===== src/rtl/intersect_sched.sv =====
// intersect_sched
//   Sequences anchor pairs through an external combinational intersection
//   datapath. A job is K anchors, loaded one word per handshake. For each
//   anchor pair (i<j), in lexicographic order, the module:
//     1. drives the pair on the registered ix_* operands,
//     2. waits a fixed number of cycles for the datapath to settle,
//     3. captures the results, and
//     4. presents them on out_* until the consumer accepts them.
//
// Ports
//   clk, rst                 clock, asynchronous active-high reset
//   in_valid/in_ready        anchor load handshake (ready only while loading)
//   in_x, in_y, in_r         anchor coordinates (N) and range (N+1)
//   ix_xB..ix_rC             registered operands to the datapath (pair i=B, j=C)
//   ix_x1E..ix_y2E           datapath results
//   out_valid/out_ready      result handshake
//   out_x1..out_y2           captured results
//   out_i, out_j             anchor indices of the presented pair
//   out_degen                pair has equal x (the datapath divides by zero)
//   out_last                 final pair of the job
//   busy                     job in progress (settling or presenting)
module intersect_sched #(
   parameter int N      = 8,
   parameter int K      = 3,
   parameter int SETTLE = 4
) (
   input  logic         clk,
   input  logic         rst,
   input  logic         in_valid,
   output logic         in_ready,
   input  logic [N-1:0] in_x,
   input  logic [N-1:0] in_y,
   input  logic [N:0]   in_r,
   output logic [N-1:0] ix_xB,
   output logic [N-1:0] ix_yB,
   output logic [N-1:0] ix_xC,
   output logic [N-1:0] ix_yC,
   output logic [N:0]   ix_rB,
   output logic [N:0]   ix_rC,
   input  logic [N-1:0] ix_x1E,
   input  logic [N-1:0] ix_y1E,
   input  logic [N-1:0] ix_x2E,
   input  logic [N-1:0] ix_y2E,
   output logic         out_valid,
   input  logic         out_ready,
   output logic [N-1:0] out_x1,
   output logic [N-1:0] out_y1,
   output logic [N-1:0] out_x2,
   output logic [N-1:0] out_y2,
   output logic [2:0]   out_i,
   output logic [2:0]   out_j,
   output logic         out_degen,
   output logic         out_last,
   output logic         busy
);

   typedef enum logic [1:0] {ST_LOAD, ST_SETTLE, ST_PRESENT, ST_DONE} state_t;

   localparam logic [2:0] KM1  = 3'(K - 1);
   localparam logic [2:0] KM2  = 3'(K - 2);
   localparam logic [3:0] WMAX = 4'(SETTLE);

   state_t state, nstate;

   logic [2:0] cnt;       // next anchor slot to load
   logic [2:0] pi, pj;    // current pair
   logic [2:0] ni, nj;    // pair that follows (pi,pj)
   logic [3:0] wcnt;      // settle wait counter

   // Storage is sized for the full 3-bit index space so pair indices never
   // select outside the array; only slots 0..K-1 are ever written.
   logic [7:0][N-1:0] ax, ay, wx, wy;
   logic [7:0][N:0]   ar, wr;

   logic accept, load_done, settle_done, last_pair, out_hs;

   assign accept      = (state == ST_LOAD) && in_valid;
   assign load_done   = accept && (cnt == KM1);
   assign settle_done = (state == ST_SETTLE) && (wcnt == WMAX);
   assign last_pair   = (pi == KM2) && (pj == KM1);
   assign out_hs      = (state == ST_PRESENT) && out_ready;

   // Lexicographic successor: bump j, or wrap to (i+1, i+2).
   always_comb begin
      ni = pi;
      nj = pj + 3'd1;
      if (pj == KM1) begin
         ni = pi + 3'd1;
         nj = pi + 3'd2;
      end
   end

   // Anchor view including the word being accepted this cycle, so pair (0,1)
   // can be driven on the same edge as the final accept (needed when K=2).
   always_comb begin
      wx = ax;
      wy = ay;
      wr = ar;
      if (accept) begin
         wx[cnt] = in_x;
         wy[cnt] = in_y;
         wr[cnt] = in_r;
      end
   end

   always_ff @(posedge clk or posedge rst) begin
      if (rst) state <= ST_LOAD;
      else     state <= nstate;
   end

   always_comb begin
      nstate    = state;
      in_ready  = 1'b0;
      out_valid = 1'b0;
      busy      = 1'b0;
      case (state)
         ST_LOAD: begin
            in_ready = 1'b1;
            if (load_done) nstate = ST_SETTLE;
         end
         ST_SETTLE: begin
            busy = 1'b1;
            if (settle_done) nstate = ST_PRESENT;
         end
         ST_PRESENT: begin
            busy      = 1'b1;
            out_valid = 1'b1;
            if (out_ready) nstate = last_pair ? ST_DONE : ST_SETTLE;
         end
         ST_DONE: nstate = ST_LOAD;
         default: nstate = ST_LOAD;
      endcase
   end

   always_ff @(posedge clk or posedge rst) begin
      if (rst) begin
         ax        <= '0;
         ay        <= '0;
         ar        <= '0;
         cnt       <= 3'd0;
         pi        <= 3'd0;
         pj        <= 3'd1;
         wcnt      <= 4'd0;
         ix_xB     <= '0;
         ix_yB     <= '0;
         ix_xC     <= '0;
         ix_yC     <= '0;
         ix_rB     <= '0;
         ix_rC     <= '0;
         out_x1    <= '0;
         out_y1    <= '0;
         out_x2    <= '0;
         out_y2    <= '0;
         out_i     <= 3'd0;
         out_j     <= 3'd0;
         out_degen <= 1'b0;
         out_last  <= 1'b0;
      end else begin
         if (accept) begin
            ax[cnt] <= in_x;
            ay[cnt] <= in_y;
            ar[cnt] <= in_r;
            cnt     <= load_done ? 3'd0 : cnt + 3'd1;
         end

         if (load_done) begin
            pi    <= 3'd0;
            pj    <= 3'd1;
            wcnt  <= 4'd0;
            ix_xB <= wx[0];
            ix_yB <= wy[0];
            ix_rB <= wr[0];
            ix_xC <= wx[1];
            ix_yC <= wy[1];
            ix_rC <= wr[1];
         end

         // Wait counter runs from 0 on entry; capture once it has reached
         // SETTLE, giving SETTLE+1 cycles from the ix_* update to out_valid.
         if (state == ST_SETTLE) begin
            if (settle_done) begin
               wcnt      <= 4'd0;
               out_x1    <= ix_x1E;
               out_y1    <= ix_y1E;
               out_x2    <= ix_x2E;
               out_y2    <= ix_y2E;
               out_i     <= pi;
               out_j     <= pj;
               out_degen <= (ix_xB == ix_xC);
               out_last  <= last_pair;
            end else begin
               wcnt <= wcnt + 4'd1;
            end
         end

         if (out_hs && !last_pair) begin
            pi    <= ni;
            pj    <= nj;
            wcnt  <= 4'd0;
            ix_xB <= ax[ni];
            ix_yB <= ay[ni];
            ix_rB <= ar[ni];
            ix_xC <= ax[nj];
            ix_yC <= ay[nj];
            ix_rC <= ar[nj];
         end

         if (state == ST_DONE) begin
            cnt <= 3'd0;
            pi  <= 3'd0;
            pj  <= 3'd1;
         end
      end
   end

endmodule


===== config.mk =====
export PLATFORM = sky130hd
export DESIGN_NAME = intersect_sched
export DESIGN_NICKNAME = d
export VERILOG_FILES = /design/src/rtl/intersect_sched.sv
export SDC_FILE = /design/constraint.sdc
export NUM_CORES = 1
export LEC_CHECK = 0
export CAP_MARGIN = 20
export CORE_UTILIZATION = 50
export CTS_CLUSTER_SIZE = 28
export DETAILED_ROUTE_END_ITERATION = 12
export PLACE_DENSITY = 0.71
export SLEW_MARGIN = 30
export SYNTH_ARGS = -nofsm -noshare
export SYNTH_HDL_FRONTEND = slang
export SYNTH_SLANG_ARGS = --single-unit
export TNS_END_PERCENT = 10

===== constraint.sdc =====
create_clock -name clk -period 11.9 [get_ports clk]
set_input_delay 1.785 -clock clk [delete_from_list [all_inputs] [get_ports clk]]
set_output_delay 1.785 -clock clk [all_outputs]
set_load 0.05 [all_outputs]

==> flow_summary_export.csv, run 1 <==
group,metric,value,unit
timing,period_needed,4160,ps
run,drv_cap,0,
synthesis,synth_seq_area_share,0.473,
die,fp.dieH,182,µm
die,die_x,182,µm
timing,holdWs,487,ps
final_layout,final_cell_mix,"dfrtp_1, mux2_2, clkdlybuf4s50_1",
timing,finalCritPeriodShare,0.350,
grt,grt_pass1_vias,12200,
worst_setup_path,startpoint_type,"flip-flop",
clocking,postCtsResizedCells,0,
final_layout,fin_util,0.614,
synthesis,ys_ff_latch,305,
clocking,postCtsSetupBuffers,0,
synthesis,synth_edf_count,0,
grt,grt_max_degree,91,
grt,grt_antenna_before_repair,0,
synthesis,ys_async_sr_fraction,1.00,
synthesis,synthCells,1323,
pwr,p_per_area,275,nW/µm²
clocking,cts_tree,"built",
timing,setup_tns,0,ps
worst_setup_path,required,12290,ps
synthesis,netlist_area,16100,µm²
timing,tightest_slew,1010,ps
grt,gr-total-overflow,0,
place,hpwlAfterDp,25.3,mm
clocking,clk_pin_slew,60,ps
drt,vias_per_cell,6.44,
drt,drc,0,
die,ios,154,
final_layout,layout_commonest_cell,"dfrtp_1",
grt,grt_pass1_wl,70.5,mm
pwr,ir_worst_vdd,0.000142,V
drt,drtIter0Drc,1024,
clocking,cts_buffers,36,
worst_hold_path,hold_path.class,"reg -> reg",
final_layout,diodes,0,
synthesis,syn_nets,1397,
drt,ant_nets,0,
die,dieArea,33000,µm²
timing,hold_violations,0,
drt,vias,12000,
clocking,htreeDepth,2,
synthesis,yosys_warnings,0,
synthesis,ys_types,58,
clocking,clock_latency,530,ps
drt,avgRoutedWirePerCell,23.9,µm
worst_setup_path,worstPathMaxFanout,60,
drt,wl,44.5,mm
pwr,p_total,5.33,mW
place,portBuffers,153,
clocking,root_buffer,"clkbuf_16",
timing,slew_violations,0,
worst_setup_path,endpoint_kind,"flip-flop",
clocking,clock_path_buffers,3,
timing,fmax,0.240,GHz
final_layout,area_growth,20.4,%
die,rows,65,
worst_setup_path,r2r_cells,7,
clocking,cts_hold_buf,0,
timing,skew,21.1,ps
synthesis,avgSynthCellArea,12.2,µm²
synthesis,synth_ff_type,"dfrtp_1",
timing,grt_setup_unrepaired,"false",
drt,first_pass_iters,6,
final_layout,final_nets,1503,
worst_hold_path,hold_depth,2,
pwr,leakage,8.38,nW
worst_setup_path,critical_path_class,"reg -> reg",
timing,slew-limit-headroom,0.326,
clocking,cts.sinks,305,
worst_setup_path,worstPathArrival,4560,ps
die,coreArea,31600,µm²
die,start_util,0.510,
final_layout,final_layout_size_suffix_gt1_frac,0.272,
run_status,status,"complete, no violations",
place,gp_congestion,0.795,
grt,grt_use_total,0.276,
timing,finalSetupViolations,0,
cell type report:
class	count	area, µm²
clock buffer	47	1030
clock inverter	19	310
fill	2487	12200
inverter	10	45.0
multi-input combinational	898	8100
sequential	305	7640
tap	402	503
timing repair buffer	178	1790
metal layers:
| layer | vias up | track usage | routed length [µm] |
|---|---|---|---|
| li1 | 5230 | - | - |
| met1 | 6131 | 0.361 | 18200 |
| met2 | 488 | 0.461 | 22000 |
| met3 | 114 | 0.0425 | 2820 |
| met4 | 0 | 0.114 | 1480 |
| met5 | - | 0 | 0 |
critical path: stages, from the launching register on:
cell and delay, ps:
dfrtp_4 720, ha_1 1020, inv_1 650, o21ai_2 610, buf_4 390, o21ai_0 160
o221ai_1 320, o21ai_1 120
metrics by stage:
stage	setup WS, ps	area, µm²	std cells
final	7740	19400	1859
after global routing	7630	19400	1859
after CTS	7750	19300	1857
after detailed placement	7390	18000	1791
after global placement	7070	17900	1790
after floorplan	1690	16100	1323
state kept, by name, summed over array words and instances (netlist names):
signal	count
ar	72
ax	64
ay	64
ix_rB	9
ix_rC	9
ix_xB	8
ix_xC	8
ix_yB	8
ix_yC	8
out_x1	8
out_x2	8
out_y1	8
out_y2	8
wcnt	4
cnt	3
out_i	3
out_j	3
pi	3
pj	3
state	2
out_degen	1
out_last	1
cells in the mapped netlist, types with 3 or more instances:
| cell | count | area (µm²) |
|---|---|---|
| o21ai_1 | 51 | 255 |
| mux2_2 | 191 | 2150 |
| nor3_1 | 33 | 165 |
| dfrtp_1 | 304 | 7610 |
| xnor2_1 | 9 | 78.8 |
| a221oi_1 | 22 | 193 |
| nand2b_1 | 49 | 307 |
| o22ai_1 | 10 | 62.6 |
| nor4_1 | 8 | 50.1 |
| o211ai_1 | 14 | 105 |
| o221ai_1 | 11 | 96.3 |
| nand2_1 | 39 | 146 |
| inv_1 | 8 | 30.0 |
| buf_4 | 7 | 52.6 |
| clkbuf_1 | 49 | 184 |
| ha_1 | 13 | 163 |
| mux2_1 | 26 | 293 |
| and3_1 | 4 | 25.0 |
| nor3_2 | 3 | 30.0 |
| o2bb2ai_1 | 14 | 123 |
| a21oi_1 | 68 | 340 |
| mux2_4 | 20 | 300 |
| mux2i_1 | 43 | 430 |
| o211ai_2 | 14 | 175 |
| nand3_1 | 12 | 60.1 |
| a222oi_1 | 14 | 140 |
| buf_6 | 4 | 45.0 |
| a31oi_1 | 17 | 106 |
| nor2b_1 | 9 | 56.3 |
| a22oi_1 | 51 | 383 |
| mux4_2 | 50 | 1130 |
| nor2_1 | 57 | 214 |
| o21ai_0 | 20 | 100 |
| buf_2 | 42 | 210 |
| buf_1 | 8 | 30.0 |
power by group:
part	switching, mW	internal, mW	total, mW
combinational	1.31	1.06	2.37
sequential	0.323	1.40	1.72
clock	0.450	0.788	1.24
path summary, 6_finish.rpt:
| kind | startpoint | end | slack, ps |
|---|---|---|---|
| hold reg to reg | out_j[0] | out_j[0] | 490 |
| min in group asynchronous | rst | ix_yC[7] | 1740 |
| hold / removal | out_j[0] | out_j[0] | 490 |
| setup / recovery | pi[0] | ix_rB[3] | 7740 |
| max in group asynchronous | rst | ay[60] | 8340 |
| setup reg to reg | pi[0] | ix_rB[3] | 7740 |
logic make-up (layout without fill, tap and decap cells):
kind of cell | after synthesis | count (layout) | synth area share
muxes | 330 | 330 | 0.267
AOI/OAI and AO/OA | 314 | 314 | 0.134
DFF | 305 | 305 | 0.473
and+or+nand+nor | 228 | 228 | 0.0730
buffers and inverters | 120 | 254 | 0.0347
adders and majority gates | 13 | 13 | 0.0101
xor gates and xnor gates | 13 | 13 | 0.00869
Power figures use the tool's default switching activity.
==> inputs of run 2 (changes only) <==
==> constraint.sdc (replaced) <==
create_clock -name clk -period 3.9 [get_ports clk]
set_input_delay 0.585 -clock clk [delete_from_list [all_inputs] [get_ports clk]]
set_output_delay 0.585 -clock clk [all_outputs]
set_load 0.05 [all_outputs]
==> run 2 against run 1 <==
  * Register-to-register slack got worse by 6900 ps
  * Combinational power increased to 3.1 times the previous value
  * Global-route usage shrank 0.20 points
  * Clock power grew to 2.6 times the previous value
  * Die area unchanged
  * Critical path depth rose by 2
  * Sequential share of layout area up 0.21 points
  * Via count down 0.72%
  * Design area fell by 0.53%
  * First-iteration DRC count is 21% higher
  * Worst hold slack got worse by 110 ps
  * Non-clock buffer count rose by 17
  * Critical endpoint is now ix_rC[3]
  * Largest power group unchanged
  * Highest routed layer unchanged
==> flow_summary_export.csv, run 2 (same netlist as run 1, synthesis figures left out) <==
group,metric,value,unit
run_status,status,"complete, no violations",
timing,setup_tns,0,ps
run,drv_cap,0,
place,gp_congestion,0.809,
drt,drtIter0Drc,1235,
drt,avgRoutedWirePerCell,23.6,µm
clocking,postCtsResizedCells,0,
timing,skew,30.0,ps
place,portBuffers,153,
timing,period_needed,3080,ps
place,hpwlAfterDp,27.0,mm
pwr,ir_worst_vdd,0.000382,V
final_layout,diodes,0,
clocking,clock_path_buffers,3,
grt,grt_pass1_vias,12000,
clocking,postCtsSetupBuffers,0,
final_layout,final_layout_size_suffix_gt1_frac,0.275,
final_layout,final_nets,1520,
worst_setup_path,endpoint_kind,"flip-flop",
clocking,htreeDepth,2,
worst_setup_path,worstPathArrival,3450,ps
die,coreArea,31600,µm²
drt,vias_per_cell,6.34,
timing,finalCritPeriodShare,0.790,
clocking,cts_buffers,36,
final_layout,final_cell_mix,"dfrtp_1, mux2_2, clkdlybuf4s50_1",
timing,hold_violations,0,
worst_setup_path,required,4270,ps
pwr,p_per_area,817,nW/µm²
worst_setup_path,startpoint_type,"flip-flop",
drt,first_pass_iters,6,
pwr,leakage,8.37,nW
final_layout,regMostFlops,"ar",
timing,slew_violations,0,
grt,grt_use_total,0.274,
die,rows,65,
drt,ant_nets,0,
worst_setup_path,cp_slowest_stage_delay,550,ps
final_layout,area_growth,19.7,%
worst_setup_path,path_delay_family,"simple AND/OR/NAND/NOR gates",
drt,drc,0,
grt,grt_antenna_before_repair,0,
worst_setup_path,path_cells,"inv_1 -> ha_1 -> nand2b_4 -> nand2_2 -> o21ai_4 -> buf_4 -> mux4_2 -> a22oi_1 -> o21ai_1",
final_layout,top_regs,"ar x72, ax x64, ay x64",
grt,grt_max_degree,116,
worst_setup_path,worstPathMaxFanout,47,
final_layout,largest_register_ffs,72,
timing,grt_setup_unrepaired,"false",
timing,tightest_slew,1050,ps
die,dieArea,33000,µm²
worst_setup_path,critical_path_class,"reg -> reg",
die,die_x,182,µm
die,start_util,0.510,
final_layout,layout_commonest_cell,"dfrtp_1",
grt,grt_pass1_wl,70.1,mm
clocking,cts.sinks,305,
clocking,clock_latency,530,ps
clocking,cts_hold_buf,0,
die,fp.dieH,182,µm
place,post_dp_cell_area,18200,µm²
die,ios,154,
timing,fmax,0.324,GHz
timing,slew-limit-headroom,0.299,
drt,vias,11900,
clocking,clk_pin_slew,60,ps
final_layout,final_cell_area,19300,µm²
grt,gr-total-overflow,0,
worst_setup_path,slowest_stage,"dfstp_2",
timing,finalSetupViolations,0,
drt,wl,44.1,mm
clocking,root_buffer,"clkbuf_16",
worst_hold_path,hold_path.class,"in -> async",
pwr,p_total,15.8,mW
clocking,cts_tree,"built",
worst_setup_path,path_buf_inv,2,
run 2: cell count changes in the layout (fill, tap and decap cells not counted), moves of 3 or more:
cell       previous run  this run
bufinv_16             8         1
clkbuf_1              3         7
buf_4                20        35
buf_16                3         0
buf_12                0         7
run 2: path summary, 6_finish.rpt:
check	depth (start not counted)	start	endpoint	slack, ps
max in group asynchronous	4	rst	out_y2[5]	2440
max reg2reg	9	pj[0]	ix_rC[3]	820
min reg2reg	2	out_last	out_last	480
max	9	pj[0]	ix_rC[3]	820
min	2	rst	ix_rC[6]	370
min in group clk	2	out_last	out_last	480
run 2: where the power goes:
group / internal [mW] / switching, mW / leakage (nW)
logic: 3.24 / 3.99 / 3.84
clock network: 1.94 / 1.32 / 0.569
registers: 4.28 / 0.995 / 3.96
total: 9.46 / 6.31 / 8.37
run 2: area by class of cell:
cell class	instances	area, µm²
clock inverters	13	103
clock buffers	51	1050
multi-input cells	898	8040
fillers	2541	12300
flip-flops and latches	305	7640
well taps	402	503
repair buffers	195	1930
inverters	10	41.3
run 2: layer usage:
| layer | global-route usage | part of all wire | vias to the layer above |
|---|---|---|---|
| met5 | 0 | 0 | - |
| met1 | 0.373 | 0.42 | 6072 |
| li1 | - | - | 5254 |
| met2 | 0.451 | 0.49 | 466 |
| met3 | 0.0403 | 0.063 | 85 |
| met4 | 0.0936 | 0.025 | 0 |
run 2: stage by stage:
| stage | setup WS, ps | instances | hold WS, ps | util |
|---|---|---|---|---|
| finish | 818 | 1874 | 374 | 0.610 |
| global route | 593 | 1874 | 384 | 0.610 |
| CTS | 850 | 1874 | 366 | 0.610 |
| detailed placement | 877 | 1810 | 478 | 0.574 |
| global placement | 963 | 1810 | 464 | 0.574 |
| floorplan | -741 | 1323 | 466 | - |
